`src/rtl/trace_pkg.sv`:
```
// Shared types and constants for the write-back trace monitor.
//
// Contents:
//   trace_entry_t - one captured register-file write: {seq, dest, data}, 53 bits
//   PCSRC_*       - encodings of the datapath next-PC select
//   mon_state_t   - monitor FSM states (RUN, FROZEN)
//   isRedirect    - true when a next-PC select leaves the sequential path
package trace_pkg;

  typedef struct packed {
    logic [15:0] seq;
    logic [4:0]  dest;
    logic [31:0] data;
  } trace_entry_t;

  localparam logic [1:0] PCSRC_SEQ = 2'd0;
  localparam logic [1:0] PCSRC_BR  = 2'd1;
  localparam logic [1:0] PCSRC_JR  = 2'd2;
  localparam logic [1:0] PCSRC_J   = 2'd3;

  typedef enum logic {
    RUN    = 1'b0,
    FROZEN = 1'b1
  } mon_state_t;

  // Branches, register jumps and direct jumps all count as a redirect.
  function automatic logic isRedirect(input logic [1:0] pcsrc);
    logic result;
    case (pcsrc)
      PCSRC_SEQ:                  result = 1'b0;
      PCSRC_BR, PCSRC_JR, PCSRC_J: result = 1'b1;
      default:                    result = 1'b0;
    endcase
    return result;
  endfunction

endpackage

```
`src/rtl/trace_fifo.sv`:
```
// First-word-fall-through FIFO holding captured trace entries.
//
// Ports:
//   clk, rst     - clock, asynchronous active-high reset (empties the FIFO)
//   i_push       - request to store i_pushData
//   i_pushData   - entry to store
//   i_pop        - consumer takes the head entry (ignored while empty)
//   o_head       - head entry; all zeros while empty
//   o_valid      - head entry is present
//   o_full       - FIFO holds DEPTH entries (registered)
//   o_pushOk     - the current push request is accepted this cycle
module trace_fifo
  import trace_pkg::*;
#(
  parameter int DEPTH = 16
) (
  input  logic         clk,
  input  logic         rst,
  input  logic         i_push,
  input  trace_entry_t i_pushData,
  input  logic         i_pop,
  output trace_entry_t o_head,
  output logic         o_valid,
  output logic         o_full,
  output logic         o_pushOk
);

  localparam int AW = $clog2(DEPTH);

  trace_entry_t r_mem [DEPTH];
  logic [AW:0]  r_wrPtr;
  logic [AW:0]  r_rdPtr;
  logic         r_full;
  logic         r_empty;

  logic [AW:0]  w_wrNext;
  logic [AW:0]  w_rdNext;
  logic         w_doPop;
  logic         w_doPush;

  // A full FIFO can still take a push when the head leaves in the same cycle.
  always_comb begin
    w_doPop  = i_pop && !r_empty;
    w_doPush = i_push && (!r_full || w_doPop);
    w_wrNext = w_doPush ? r_wrPtr + (AW+1)'(1) : r_wrPtr;
    w_rdNext = w_doPop  ? r_rdPtr + (AW+1)'(1) : r_rdPtr;
  end

  // Pointers carry an extra wrap bit: equal addresses with differing wrap
  // bits means full, identical pointers means empty. Flags are registered.
  always_ff @(posedge clk or posedge rst) begin
    if (rst) begin
      r_wrPtr <= '0;
      r_rdPtr <= '0;
      r_full  <= 1'b0;
      r_empty <= 1'b1;
    end else begin
      r_wrPtr <= w_wrNext;
      r_rdPtr <= w_rdNext;
      r_full  <= (w_wrNext[AW-1:0] == w_rdNext[AW-1:0]) &&
                 (w_wrNext[AW] != w_rdNext[AW]);
      r_empty <= (w_wrNext == w_rdNext);
    end
  end

  // Storage needs no reset; the head is masked to zero while empty.
  always_ff @(posedge clk) begin
    if (w_doPush) begin
      r_mem[r_wrPtr[AW-1:0]] <= i_pushData;
    end
  end

  assign o_head   = r_empty ? '0 : r_mem[r_rdPtr[AW-1:0]];
  assign o_valid  = !r_empty;
  assign o_full   = r_full;
  assign o_pushOk = w_doPush;

endmodule

```
`src/rtl/wb_trace_monitor.sv`:
```
// Passive write-back trace and performance monitor for the datapath WB stage.
// Every retiring register write (except to R0) is captured with a sequence
// number into a trace FIFO drained over a valid/ready port; running counters
// track cycles, retired writes, stall cycles and control-flow redirects.
//
// Ports:
//   clk, rst            - shared CPU clock, asynchronous active-high reset
//   en                  - capture and count enable
//   clr                 - synchronous clear of counters, seq, ovf_cnt, frozen
//   wwreg/wdestReg/wbData - WB-stage register write being observed
//   wpcir               - PC/IR write enable, low on a stall cycle
//   pcsrc               - next-PC select, non-zero on a redirect
//   tr_valid/tr_ready   - trace drain handshake
//   tr_seq/tr_dest/tr_data - head trace entry
//   full, frozen        - FIFO full, monitor frozen after a drop
//   ovf_cnt             - saturating count of dropped entries
//   cycles/retired/stalls/redirects - wrapping performance counters
module wb_trace_monitor
  import trace_pkg::*;
#(
  parameter int DEPTH       = 16,
  parameter int CNT_W       = 32,
  parameter int STOP_ON_OVF = 0
) (
  input  logic             clk,
  input  logic             rst,
  input  logic             en,
  input  logic             clr,
  input  logic             wwreg,
  input  logic [4:0]       wdestReg,
  input  logic [31:0]      wbData,
  input  logic             wpcir,
  input  logic [1:0]       pcsrc,
  output logic             tr_valid,
  input  logic             tr_ready,
  output logic [15:0]      tr_seq,
  output logic [4:0]       tr_dest,
  output logic [31:0]      tr_data,
  output logic             full,
  output logic             frozen,
  output logic [15:0]      ovf_cnt,
  output logic [CNT_W-1:0] cycles,
  output logic [CNT_W-1:0] retired,
  output logic [CNT_W-1:0] stalls,
  output logic [CNT_W-1:0] redirects
);

  mon_state_t       r_state;
  logic             r_frozen;
  logic [15:0]      r_seq;
  logic [15:0]      r_ovfCnt;
  logic [CNT_W-1:0] r_cycles;
  logic [CNT_W-1:0] r_retired;
  logic [CNT_W-1:0] r_stalls;
  logic [CNT_W-1:0] r_redirects;

  logic             w_writeEvt;
  logic             w_running;
  logic             w_push;
  logic             w_pop;
  logic             w_pushOk;
  logic             w_drop;
  logic             w_valid;
  logic             w_full;
  trace_entry_t     w_pushData;
  trace_entry_t     w_head;

  // Writes to R0 never retire anything visible, so they are not events.
  // While frozen nothing is captured; a clear in the same cycle does not
  // block the push, which carries the sequence number from before the clear.
  always_comb begin
    w_writeEvt      = en && wwreg && (wdestReg != 5'd0);
    w_running       = (r_state == RUN);
    w_push          = w_writeEvt && w_running;
    w_pop           = w_valid && tr_ready;
    w_drop          = w_push && !w_pushOk;
    w_pushData.seq  = r_seq;
    w_pushData.dest = wdestReg;
    w_pushData.data = wbData;
  end

  trace_fifo #(
    .DEPTH (DEPTH)
  ) u_fifo (
    .clk        (clk),
    .rst        (rst),
    .i_push     (w_push),
    .i_pushData (w_pushData),
    .i_pop      (w_pop),
    .o_head     (w_head),
    .o_valid    (w_valid),
    .o_full     (w_full),
    .o_pushOk   (w_pushOk)
  );

  // Monitor FSM with counters. Clear beats everything else in its cycle.
  // The sequence number advances on every event, including drops, so a gap
  // in the drained trace shows exactly where entries were lost. A drop with
  // STOP_ON_OVF set still counts itself before freezing the monitor.
  always_ff @(posedge clk or posedge rst) begin
    if (rst) begin
      r_state     <= RUN;
      r_frozen    <= 1'b0;
      r_seq       <= '0;
      r_ovfCnt    <= '0;
      r_cycles    <= '0;
      r_retired   <= '0;
      r_stalls    <= '0;
      r_redirects <= '0;
    end else if (clr) begin
      r_state     <= RUN;
      r_frozen    <= 1'b0;
      r_seq       <= '0;
      r_ovfCnt    <= '0;
      r_cycles    <= '0;
      r_retired   <= '0;
      r_stalls    <= '0;
      r_redirects <= '0;
    end else begin
      case (r_state)
        RUN: begin
          if (en) begin
            r_cycles <= r_cycles + CNT_W'(1);
            if (w_writeEvt) begin
              r_retired <= r_retired + CNT_W'(1);
              r_seq     <= r_seq + 16'd1;
            end
            if (!wpcir) begin
              r_stalls <= r_stalls + CNT_W'(1);
            end
            if (isRedirect(pcsrc)) begin
              r_redirects <= r_redirects + CNT_W'(1);
            end
            if (w_drop) begin
              if (r_ovfCnt != 16'hFFFF) begin
                r_ovfCnt <= r_ovfCnt + 16'd1;
              end
              if (STOP_ON_OVF != 0) begin
                r_state  <= FROZEN;
                r_frozen <= 1'b1;
              end
            end
          end
        end
        FROZEN: begin
          r_state  <= FROZEN;
          r_frozen <= 1'b1;
        end
        default: begin
          r_state  <= RUN;
          r_frozen <= 1'b0;
        end
      endcase
    end
  end

  assign tr_valid  = w_valid;
  assign tr_seq    = w_head.seq;
  assign tr_dest   = w_head.dest;
  assign tr_data   = w_head.data;
  assign full      = w_full;
  assign frozen    = r_frozen;
  assign ovf_cnt   = r_ovfCnt;
  assign cycles    = r_cycles;
  assign retired   = r_retired;
  assign stalls    = r_stalls;
  assign redirects = r_redirects;

endmodule

```
`config.mk`:
```
export PLATFORM = sky130hd
export DESIGN_NAME = wb_trace_monitor
export DESIGN_NICKNAME = d
export VERILOG_FILES = /design/src/rtl/trace_pkg.sv /design/src/rtl/trace_fifo.sv /design/src/rtl/wb_trace_monitor.sv
export SDC_FILE = /design/constraint.sdc
export NUM_CORES = 1
export LEC_CHECK = 0
export CAP_MARGIN = 20
export CORE_ASPECT_RATIO = 0.5
export CORE_MARGIN = 3
export CORE_UTILIZATION = 55
export CTS_CLUSTER_DIAMETER = 50
export DETAILED_ROUTE_END_ITERATION = 10
export PLACE_DENSITY = 0.75
export SLEW_MARGIN = 25
export SYNTH_ARGS = -nofsm -noshare
export SYNTH_HDL_FRONTEND = slang
export SYNTH_SLANG_ARGS = --single-unit
```
`constraint.sdc`:
```
create_clock -name clk -period 12 [get_ports clk]
set_clock_uncertainty 0.2 [all_clocks]
set_input_delay 2.4 -clock clk [delete_from_list [all_inputs] [get_ports clk]]
set_output_delay 2.4 -clock clk [all_outputs]
set_load 0.01 [all_outputs]
```
# Word level (Yosys, flattened, before mapping)
# Memories as Yosys holds them, arrays and structs flattened.
# Index checks and enable logic that the tools add are counted.
dict set report word_totals {
  reg_bits 174
  latch_bits 0
  mem_bits_rw 848
  romBits 0
  input_bits 46
  n_memories 1
}
# name words width read_ports rd_clocked_by_memory_dff wr line_no
set mem_list {}
lappend mem_list {u_fifo.r_mem 16 53 1 0 1 trace_fifo.sv:30} ;# trace_entry_t r_mem [DEPTH];
dict set report classes {
  addsub 8
  multipliers 0
  div 0
  magnitude_cmp 0
  n_eq_ne 9
  n_shift 0
  mux 37
  bitwise 1
  reduce_logical 26
}
# cell count
set ops {}
lappend ops {{32-bit 2-to-1 mux} 15}
lappend ops {{16-bit 2-to-1 mux} 9}
lappend ops {{32-bit by 1-bit adder with 32-bit output, second input constant} 4}
lappend ops {{53-bit 2-to-1 mux} 1}
lappend ops {{16-bit by 1-bit adder with 16-bit output, second input constant} 2}
lappend ops {{16-bit != test, second input constant} 1}
lappend ops {{2-bit nonzero test} 6}
lappend ops {{5-bit by 1-bit adder with 5-bit output, second input constant} 2}
lappend ops {{5-bit 2-to-1 mux} 2}
lappend ops {{1-bit 2-to-1 mux} 9}
lappend ops {{3-bit AND reduction} 3}
lappend ops {{1-bit logical AND} 8}
lappend ops {{5-bit equality test} 1}
lappend ops {{5-bit nonzero test} 1}
lappend ops {{2-bit equality test, second input constant} 2}
lappend ops {{4-bit equality test} 1}
lappend ops {{2-bit != test, second input constant} 2}
lappend ops {{4-bit AND reduction} 1}
lappend ops {{1-bit zero test} 3}
lappend ops {{3-bit OR reduction} 1}
lappend ops {{2-bit by 1-bit equality test with 1-bit output, second input constant} 1}
lappend ops {{2-bit zero test} 1}
lappend ops {{1-bit one-hot mux with 2 select lines} 1}
lappend ops {{2-bit AND reduction} 1}
lappend ops {{other kinds (3)} 3}

# Longest topological paths before layout
# Gate-level depths: netlist (run 1).
dict set report depth {
  word_depth 11
  mapped_depth 9
  depth_no_buf 7
}

# Cells and area by module
# A second synthesis (run 1) with hierarchy kept.
dict set report hier_totals {
  cells_unflattened 2255
  area_unflattened_um2 40707.8
}
# mod n_inst cells_per_inst area_each_um2 seq_area_each_um2
set modules_own_cells {}
lappend modules_own_cells {trace_fifo 1 1388 32573.7 25766.0}
lappend modules_own_cells {wb_trace_monitor 1 867 8134.1 4028.9}

# Worst setup path before layout (run 1)
# OpenSTA, ideal clock, no wires.
dict set report synth_path {
  kind {input-to-reg}
  from {input en}
  to {memory u_fifo.r_mem[3][0] (netlist name) (enable)}
  arrival_ns 8.252
  required_time_ns 11.205
  path_slack_ns 2.953
  cell_stages 6
  cell_sequence {buf_4 nand2_1 a21oi_1 clkbuf_1 nand2_1 nor4_1}
}
dict set report synth_via {
  elab_chain_len 6
}
# item line_no
set synth_lines {}
lappend synth_lines {{start: declaration} wb_trace_monitor.sv:27} ;# input logic en,
lappend synth_lines {{1-bit logical AND (2 in a row)} wb_trace_monitor.sv:72} ;# w_writeEvt = en && wwreg && (wdestReg != 5'd0);
lappend synth_lines {{1-bit logical AND} wb_trace_monitor.sv:74} ;# w_push = w_writeEvt && w_running;
lappend synth_lines {{1-bit logical AND} trace_fifo.sv:44} ;# w_doPush = i_push && (!r_full || w_doPop);
lappend synth_lines {{1-bit 2-to-1 mux} trace_fifo.sv:68} ;# if (w_doPush) begin
lappend synth_lines {{1-bit 2-to-1 mux (not written as such)} trace_fifo.sv:69} ;# r_mem[r_wrPtr[AW-1:0]] <= i_pushData;
lappend synth_lines {{end: declaration} trace_fifo.sv:30}
# Every way passes these cells.

# Worst setup path after layout (run 1)
dict set report layout_path {
  from {register u_fifo.r_rdPtr[0]}
  to {output tr_seq[6]}
}
dict set report layout_via {
  elab_chain_len 2
}
# item line_no
set layout_lines {}
lappend layout_lines {{start: declaration} trace_fifo.sv:32} ;# logic [AW:0] r_rdPtr;
lappend layout_lines {{start signal: assignment} trace_fifo.sv:59} ;# r_rdPtr <= w_rdNext;
lappend layout_lines {{memory read 16 x 53 bit} --}
lappend layout_lines {{53-bit 2-to-1 mux} trace_fifo.sv:73} ;# assign o_head = r_empty ? '0 : r_mem[r_rdPtr[AW-1:0]];
lappend layout_lines {{end: declaration} wb_trace_monitor.sv:36} ;# output logic [15:0] tr_seq,
# Every way passes these cells.

==> results of run 1 <==
stage by stage:
step           std cells  instance area [sq um]  util, %  setup WS, ns  hold slack [ns]
6_report            3407                  47000     65.2          5.23            0.299
5_1_grt             3407                  47000     65.2          4.93            0.322
4_1_cts             3402                  46900     65.0          4.87            0.304
3_5_place_dp        3245                  44100     61.1          5.34            0.289
3_3_place_gp        3245                  44100     61.1          5.47            0.285
2_1_floorplan       2122                  40700        -          2.95            0.281
logic make-up after synthesis:
| group | Yosys count | synth area share [%] |
|---|---|---|
| AO/OA/AOI/OAI | 76 | 1.10 |
| XOR/XNOR | 142 | 3.07 |
| adder cells (fa/ha/maj) | 11 | 0.338 |
| buffers and inverters | 110 | 1.36 |
| flip-flops | 1021 | 73.2 |
| multiplexers | 268 | 14.7 |
| AND/OR/NAND/NOR | 494 | 6.23 |
report_power, final:
part	leakage [nW]	total [mW]	internal (mW)	switching (mW)
Combinational	4.07	2.56	1.42	1.13
Sequential	10.1	4.17	4.00	0.178
Clock	1.40	2.87	1.58	1.29
Total	15.6	9.60	7.00	2.60
routing by layer:
layer | vias up | GRT usage [%] | routed length, um
met5 | - | 0 | 0
met4 | 0 | 5.81 | 1740
met3 | 121 | 5.39 | 6360
met2 | 716 | 37.3 | 42600
met1 | 10809 | 32.2 | 36300
li1 | 8922 | - | -
cell usage after synthesis (27+ instances only):
cell      number  area share, %
edfxtp_1     848             63
mux4_2       265             15
dfrtp_1      172             11
nor2_1       149            1.4
xor2_1        91            2.0
nand2_1       75           0.69
and2_1        73            1.1
clkbuf_1      54           0.50
nand3_1       51           0.63
xnor2_1       50            1.1
nand4_1       35           0.54
a21oi_1       31           0.38
or3_1         29           0.45
o21ai_0       27           0.33
worst max path at each step:
stage	start	cells past startpoint	slack, ns	end
2_1_floorplan	en	6	2.95	u_fifo.r_mem[3][0]$_DFFE_PP_
3_3_place_gp	en	6	5.47	u_fifo.r_mem[4][11]$_DFFE_PP_
3_5_place_dp	wdestReg[0]	6	5.34	u_fifo.r_mem[6][10]$_DFFE_PP_
4_1_cts	u_fifo.r_rdPtr[0]$_DFF_PP0_	5	4.87	tr_data[21]
5_1_grt	u_fifo.r_rdPtr[0]$_DFF_PP0_	5	4.93	tr_seq[6]
6_report	u_fifo.r_rdPtr[0]$_DFF_PP0_	5	5.23	tr_seq[6]
registers in the layout (all words and copies together) (netlist names), 16 cells and up:
name and flops:
u_fifo.r_mem 848, cycles 32, redirects 32, retired 32, stalls 32, ovf_cnt 16, r_seq 16
area by class of cell:
cell class                      instances  share of cell area, %
Sequential cell                      1021                   63.4
Multi-Input combinational cell        991                   22.1
Timing Repair Buffer                  262                   5.70
Clock buffer                          100                   4.71
Tap cell                              958                   2.55
Clock inverter                         57                   1.38
Inverter                               18                  0.154
==> metrics, run 1 <==
WHS Path Cells=1; Avg Inst Size Synth=19.2 sq um; area of the die=77500 sq um; Arrival @ worst endpoint=4.17 ns; worst hold start=u_fifo.r_wrPtr[4]$_DFF_PP0_; CP Cell Sequence=buf_12 -> mux4_2 -> mux4_2 -> and2_1 -> clkdlybuf4s50_1; RSZ-0062 raised after global routing=false; worst reg-to-reg setup slack=8.82 ns; NumNets Final=2437; Port Buffers=245; Starting Density=56.4%; worst-margin pin slew=1.08 ns; Core Region=72200 sq um; Max Cap Violations=0; total power=9.60 mW; share of cells above drive strength 1=18.7%; routed wire length=87100 um; Std-Cell Rows=69; Slowest-stage cell, CP=dfrtp_4; Resized cells post-CTS=0; distinct cell type count of the synthesized netlist=54; Max FO, Critical Path=98; Synth Instances=2122; Rel. slew slack=28.3%; die width=391 um; Syn. warnings=0; status=finished clean; Reg area=29800 sq um; Worst R2R Start=u_fifo.r_rdPtr[1]$_DFF_PP0_; CTS tree=done; CP Capture Type=primary output; vias in the first global route=21457; iteration-0 DRC count of the detailed router=1812; CTS max path bufs=3; setup violators final=0; #FFs+latches synth=1021; initial antenna violation count=1; max-slew violation count=0; first-pass GRT wire length=134000 um; number of enable flip-flop cells after synthesis=848; fill count=4719; maximum VDD drop=0.199 mV; TritonRoute pass-1 iters=6; Setup Buffers After CTS=0; Via Count=20568; crit-path leading delay family=buffers and inverters; gr usage total=23.0%; worst r2r dst=u_fifo.r_empty$_DFF_PP1_; H-Tree Depth=3; Avg WL per Cell=25.6 um; hold endpoint=u_fifo.r_wrPtr[4]$_DFF_PP0_; Clock transition at path regs=0.07 ns; FFs w/ async S/R, synth=16.9%; Buf+Inv Stages, Crit Path=2; most frequent cells in the layout=edfxtp_1 (848), mux4_2 (265), clkdlybuf4s50_1 (244), dfrtp_1 (168), nor2_1 (149); GRT overflow=0; Clk Latency, worst-skew pair=0.66 ns; number of clock sinks=1021; Mapped Area=40700 sq um; Final Hold Viols=0; Antenna Cells=0; P per Cell Area=204 nW/um^2; Tightest Hold Check Type=flop to flop; Most Frequent Cell on Critical Path=mux4_2; GPL Wtd Cong=0.796; post-layout minimum cycle time=6.77 ns; largest net degree at the start of global routing=115; Die Y=198 um; type of origin of the critical path=flop; root buf cell=clkbuf_16; critical setup path kind=flop to primary output; Num CTS Buffers=86; Via density=6.04; I/O Pins=246; Final period util=56.4%; dpl hpwl=44700 um; area grow syn2layout=15.5%; Largest stage delay, worst path=0.94 ns; Post-Syn Nets=2179; most common cell after layout, fill and taps aside=edfxtp_1; cts hold-fix bufs=0; register area share after synthesis=73.2%; setup TNS=0 ns; leakage=15.6 nW; Main synth FF type=edfxtp_1; drc violations=0; Register-to-Register Path Depth=8; post-route ant nets=0; Worst Path Required=9.40 ns; multi-input logic area=10400 sq um; Fmax=0.148 GHz
(Power assumes the default switching activity.)
==> run 2, diff against run 1 <==
CORE_UTILIZATION = 54   (was 55)
PLACE_DENSITY = 0.76   (was 0.75)
clock period = 5.4 ns   (was 12 ns; I/O delays follow)
==> metrics, run 2 (synthesis gave the netlist of run 1 again) <==
status=finished clean; die width=394 um; Die Y=200 um; Via Count=21131; area of the die=78900 sq um; root buf cell=clkbuf_16; Max Cap Violations=0; H-Tree Depth=3; cts hold-fix bufs=0; largest net degree at the start of global routing=89; Most Frequent Cell on Critical Path=mux4_2; routed wire length=91400 um; Clock transition at path regs=0.07 ns; CP Capture Type=primary output; post-route ant nets=0; type of origin of the critical path=flop; CTS tree=done; Setup WS pre-CTS=0.975 ns; Resized cells post-CTS=0; Starting Density=55.2%; leakage=15.8 nW; Worst Path Required=4.12 ns; Tightest Hold Check Type=flop to flop; number of standard cells in the final layout excluding fillers=3501; most frequent cells in the layout=edfxtp_1 (848), mux4_2 (265), clkdlybuf4s50_1 (244), dfrtp_1 (168), nor2_1 (149); Avg WL per Cell=26.1 um; number of clock sinks=1021; CP Cell Sequence=buf_12 -> mux4_2 -> mux4_2 -> and2_1 -> clkdlybuf4s50_1; fill count=4873; TritonRoute pass-1 iters=5; gr usage total=23.5%; critical setup path kind=flop to primary output; worst-margin pin slew=0.823 ns; GPL Wtd Cong=0.800; most common cell after layout, fill and taps aside=edfxtp_1; I/O Pins=246; post-layout minimum cycle time=4.97 ns; Worst R2R Start=u_fifo.r_empty$_DFF_PP1_; crit-path leading delay family=multiplexers; Rel. slew slack=45.2%; area grow syn2layout=16.7%; Std-Cell Rows=70; Final Hold Viols=0; P per Cell Area=450 nW/um^2; post-placement cell count=3342; Clk Latency, worst-skew pair=0.66 ns; setup violators final=0; Max FO, Critical Path=41; Port Buffers=245; Fmax=0.201 GHz; worst hold start=frozen$_DFFE_PP0P_; maximum VDD drop=0.278 mV; WHS=0.304 ns; Via density=6.04; setup TNS=0 ns; initial antenna violation count=1; max reg flops=848; GRT overflow=0; Worst Slack Setup Final=0.427 ns; Buf+Inv Stages, Crit Path=2; drc violations=0; Crit. Startpoint=u_fifo.r_rdPtr[0]$_DFF_PP0_; dpl hpwl=51400 um; max-slew violation count=0; Num CTS Buffers=87; iteration-0 DRC count of the detailed router=2244; Arrival @ worst endpoint=3.69 ns; RSZ-0062 raised after global routing=false; Core Region=73800 sq um; NumNets Final=2480; Slowest-stage cell, CP=dfrtp_4; Setup Buffers After CTS=0; Largest stage delay, worst path=0.81 ns; share of cells above drive strength 1=19.8%; CTS max path bufs=3; first-pass GRT wire length=140000 um; vias in the first global route=21755; Final period util=92.1%
-- run 2: final timing paths --
kind / end / slack (ns) / depth (start not counted)
min reg2reg: frozen$_DFFE_PP0P_ / 0.30 / 1
max: tr_data[18] / 0.43 / 5
max reg2reg: u_fifo.r_mem[6][44]$_DFFE_PP_ / 2.33 / 6
max in group asynchronous: u_fifo.r_rdPtr[0]$_DFF_PP0_ / 3.53 / 3
min in group asynchronous: redirects[16]$_DFFE_PP0P_ / 0.58 / 2
min: frozen$_DFFE_PP0P_ / 0.30 / 1
-- run 2: stage by stage --
stage / area, sq um / util [%] / power (mW)
after global routing: 47500 / 64.4 / 22.2
after floorplan: 40700 / - / 13.2
after CTS: 47500 / 64.4 / 21.6
final: 47500 / 64.4 / 21.4
after detailed placement: 44700 / 60.6 / 15.4
after global placement: 44700 / 60.6 / 15.3
-- run 2: area by class of cell --
type | instances | area [sq um] | share of cell area [%]
Clock buffer | 108 | 2330 | 4.89
Antenna cell | 1 | 2.50 | 0.00526
Clock inverter | 50 | 473 | 0.995
Tap cell | 1008 | 1260 | 2.65
Timing Repair Buffer | 304 | 3170 | 6.66
Multi-Input combinational cell | 991 | 10400 | 21.9
Sequential cell | 1021 | 29800 | 62.7
Inverter | 18 | 71.3 | 0.150
-- run 2: routing by layer --
metal  global-route usage (%)  share of wire [%]  wire (um)  up-vias
met2                     37.4                 49      44900      922
met5                        0                  0          0        -
li1                         -                  -          -     9010
met1                     33.8                 41      37500    11084
met3                     5.32                8.1       7380      115
met4                     5.41                1.7       1550        0
-- run 2: power breakdown --
group / switching, mW / leakage [nW] / internal (mW) / total (mW)
clock: 2.82 / 1.37 / 3.38 / 6.20
sequential: 0.383 / 10.1 / 8.88 / 9.26
combinational: 2.66 / 4.32 / 3.26 / 5.91
total: 5.86 / 15.8 / 15.5 / 21.4
==> RTL edit: new RTL, settings of run 2 <==
`CNT_W`: 32 -> 16.
--- a/src/rtl/wb_trace_monitor.sv
+++ b/src/rtl/wb_trace_monitor.sv
@@ -19,7 +19,7 @@
   import trace_pkg::*;
 #(
   parameter int DEPTH       = 16,
-  parameter int CNT_W       = 32,
+  parameter int CNT_W       = 16,
   parameter int STOP_ON_OVF = 0
 ) (
   input  logic             clk,
Ports: changed (resized cycles, redirects, retired and stalls); port bits go from 246 to 182. The function was not compared with the original's and may differ.
==> RTL edit against run 2 <==
Worst hold slack worse by 20 ps; critical endpoint is now tr_data[22]; critical path depth increased by 1; area after synthesis decreased by 6.6%; via count fell by 9.5%; worst setup slack better by 8.0 ps; final area is 7.1% lower; register-to-register slack better by 160 ps; sequential share of layout area is 1.2 points higher; total power is 4.3% lower; critical path type unchanged; sequential cell count fell by 64; routed wire length down 4.1%.
==> RTL edit: results (changes against run 2) <==
| Parameter | Value | Change |
| --- | --- | --- |
| Total number of yosys warnings | 0 | unchanged |
| Post-synthesis share of cell area spent on full adders, half adders and majority gates | 0.3619% | +0.024 points |
| DP Worst Slack | 882.3 ps | -92.45 ps |
| Post-synthesis mux area share | 16.33% | +1.6 points |
| Net switching share of the total power | 27.18% | -0.24 points |
| Input/output buffers | 181 | -26% |
| Clock power share | 29.6% | +0.6 points |
| Grt met2 use | 39.02% | +1.7 points |
| Placed Cells | 2907 | -13% |
| Filler Cells Inserted | 4457 | -8.5% |
| Total via count in the routed design | 19120 | -9.5% |
| Nets@finish | 2104 | -15% |
| RePlAce Congestion | 0.7839 | -2.0% |
| Internal Dissipation | 0.01489 W | -4.0% |
| Post-DP Area | 0.04141 sq mm | -7.4% |
| List of most frequent post-synthesis cells | edfxtp_1, mux4_2, dfrtp_1, nor2_1, and2_1 |  |
| Outcome | finished clean |  |
| Crit path max-delay family | buffers and inverters |  |
| Max_slew headroom | 32.09% | -13 points |
| Post-DP HPWL | 44140 um | -14% |
| Share of post-route cells with drive strength above 1 | 20.49% | +0.67 points |
| Inserted Clock Buffers | 83 | -4.6% |
| Cell leakage power | 14.28 nW | -9.9% |
| Net count of the mapped netlist | 1863 | -15% |
| Sequential-to-total area share from yosys stat | 74.14% | +0.97 points |
| Pin count of the biggest net entering global routing | 62 | -30% |
| All-layer global routing usage | 24.13% | +0.61 points |
| Met3 Resource Use GR | 5.641% | +0.32 points |
| Post-synth ARST share | 11.39% | -5.6 points |
| Synthesized instance count | 1806 | -15% |
| Power drawn by the combinational cells | 0.00553 W | -6.4% |
| Maximum fanout along the worst path | 33 | -20% |
| Synthesized-area fraction occupied by ao, oa, aoi and oai cells | 0.8094% | -0.29 points |
| Antenna violations before repair | 2 | +1 |
| Vias per cell | 6.249 | +3.5% |
| Met1 capacity usage during global routing | 33.92% | +0.11 points |
| First-pass GRT wire length | 131900 um | -5.6% |
| Via count of the first global-routing pass | 19970 | -8.2% |
| Ranking of synthesized cells by area | edfxtp_1, mux4_2, dfrtp_1, mux4_1, xnor2_1 |  |
| Xor and xnor fraction of the mapped netlist area | 2.158% | -0.91 points |
-- RTL edit: changes by cell type after synthesis, sizes merged, moves of 10 or more --
cell    before  now
and2        74   59
and3        26    6
nor2       150   98
a21oi       31   15
nand2       76   40
dfrtp      172  108
nand3       51   32
nor4         6   16
nand4       35   24
or3         29   13
xor2        91   41
clkbuf      54   42
o21ai       31   12
-- RTL edit: layout make-up --
| class | instances | area (sq um) | share of cell area [%] |
|---|---|---|---|
| Timing Repair Buffer | 240 | 2615 | 5.924 |
| Inverter | 10 | 40.04 | 0.09070 |
| Clock inverter | 42 | 431.7 | 0.9779 |
| Antenna cell | 1 | 2.502 | 0.005669 |
| Multi-Input combinational cell | 755 | 9363 | 21.21 |
| Tap cell | 945 | 1182 | 2.679 |
| Clock buffer | 109 | 2300 | 5.210 |
| Sequential cell | 957 | 28210 | 63.90 |
-- RTL edit: final timing paths --
check                                             from                              to  slack [ps]  cells past startpoint
setup / recovery           u_fifo.r_rdPtr[0]$_DFF_PP0_                     tr_data[22]         430                      6
hold / removal             u_fifo.r_wrPtr[4]$_DFF_PP0_     u_fifo.r_wrPtr[4]$_DFF_PP0_         280                      1
setup reg to reg              u_fifo.r_empty$_DFF_PP1_  u_fifo.r_mem[14][13]$_DFFE_PP_        2490                      5
hold reg to reg            u_fifo.r_wrPtr[4]$_DFF_PP0_     u_fifo.r_wrPtr[4]$_DFF_PP0_         280                      1
max in group asynchronous                          rst          stalls[13]$_DFFE_PP0P_        3360                      3
min in group asynchronous                          rst       redirects[13]$_DFFE_PP0P_         720                      2
-- RTL edit: per-layer routing --
metal,wire [um],vias up
met2,43880,954
met5,13,-
li1,-,7899
met1,34610,10130
met3,7503,131
met4,1634,2
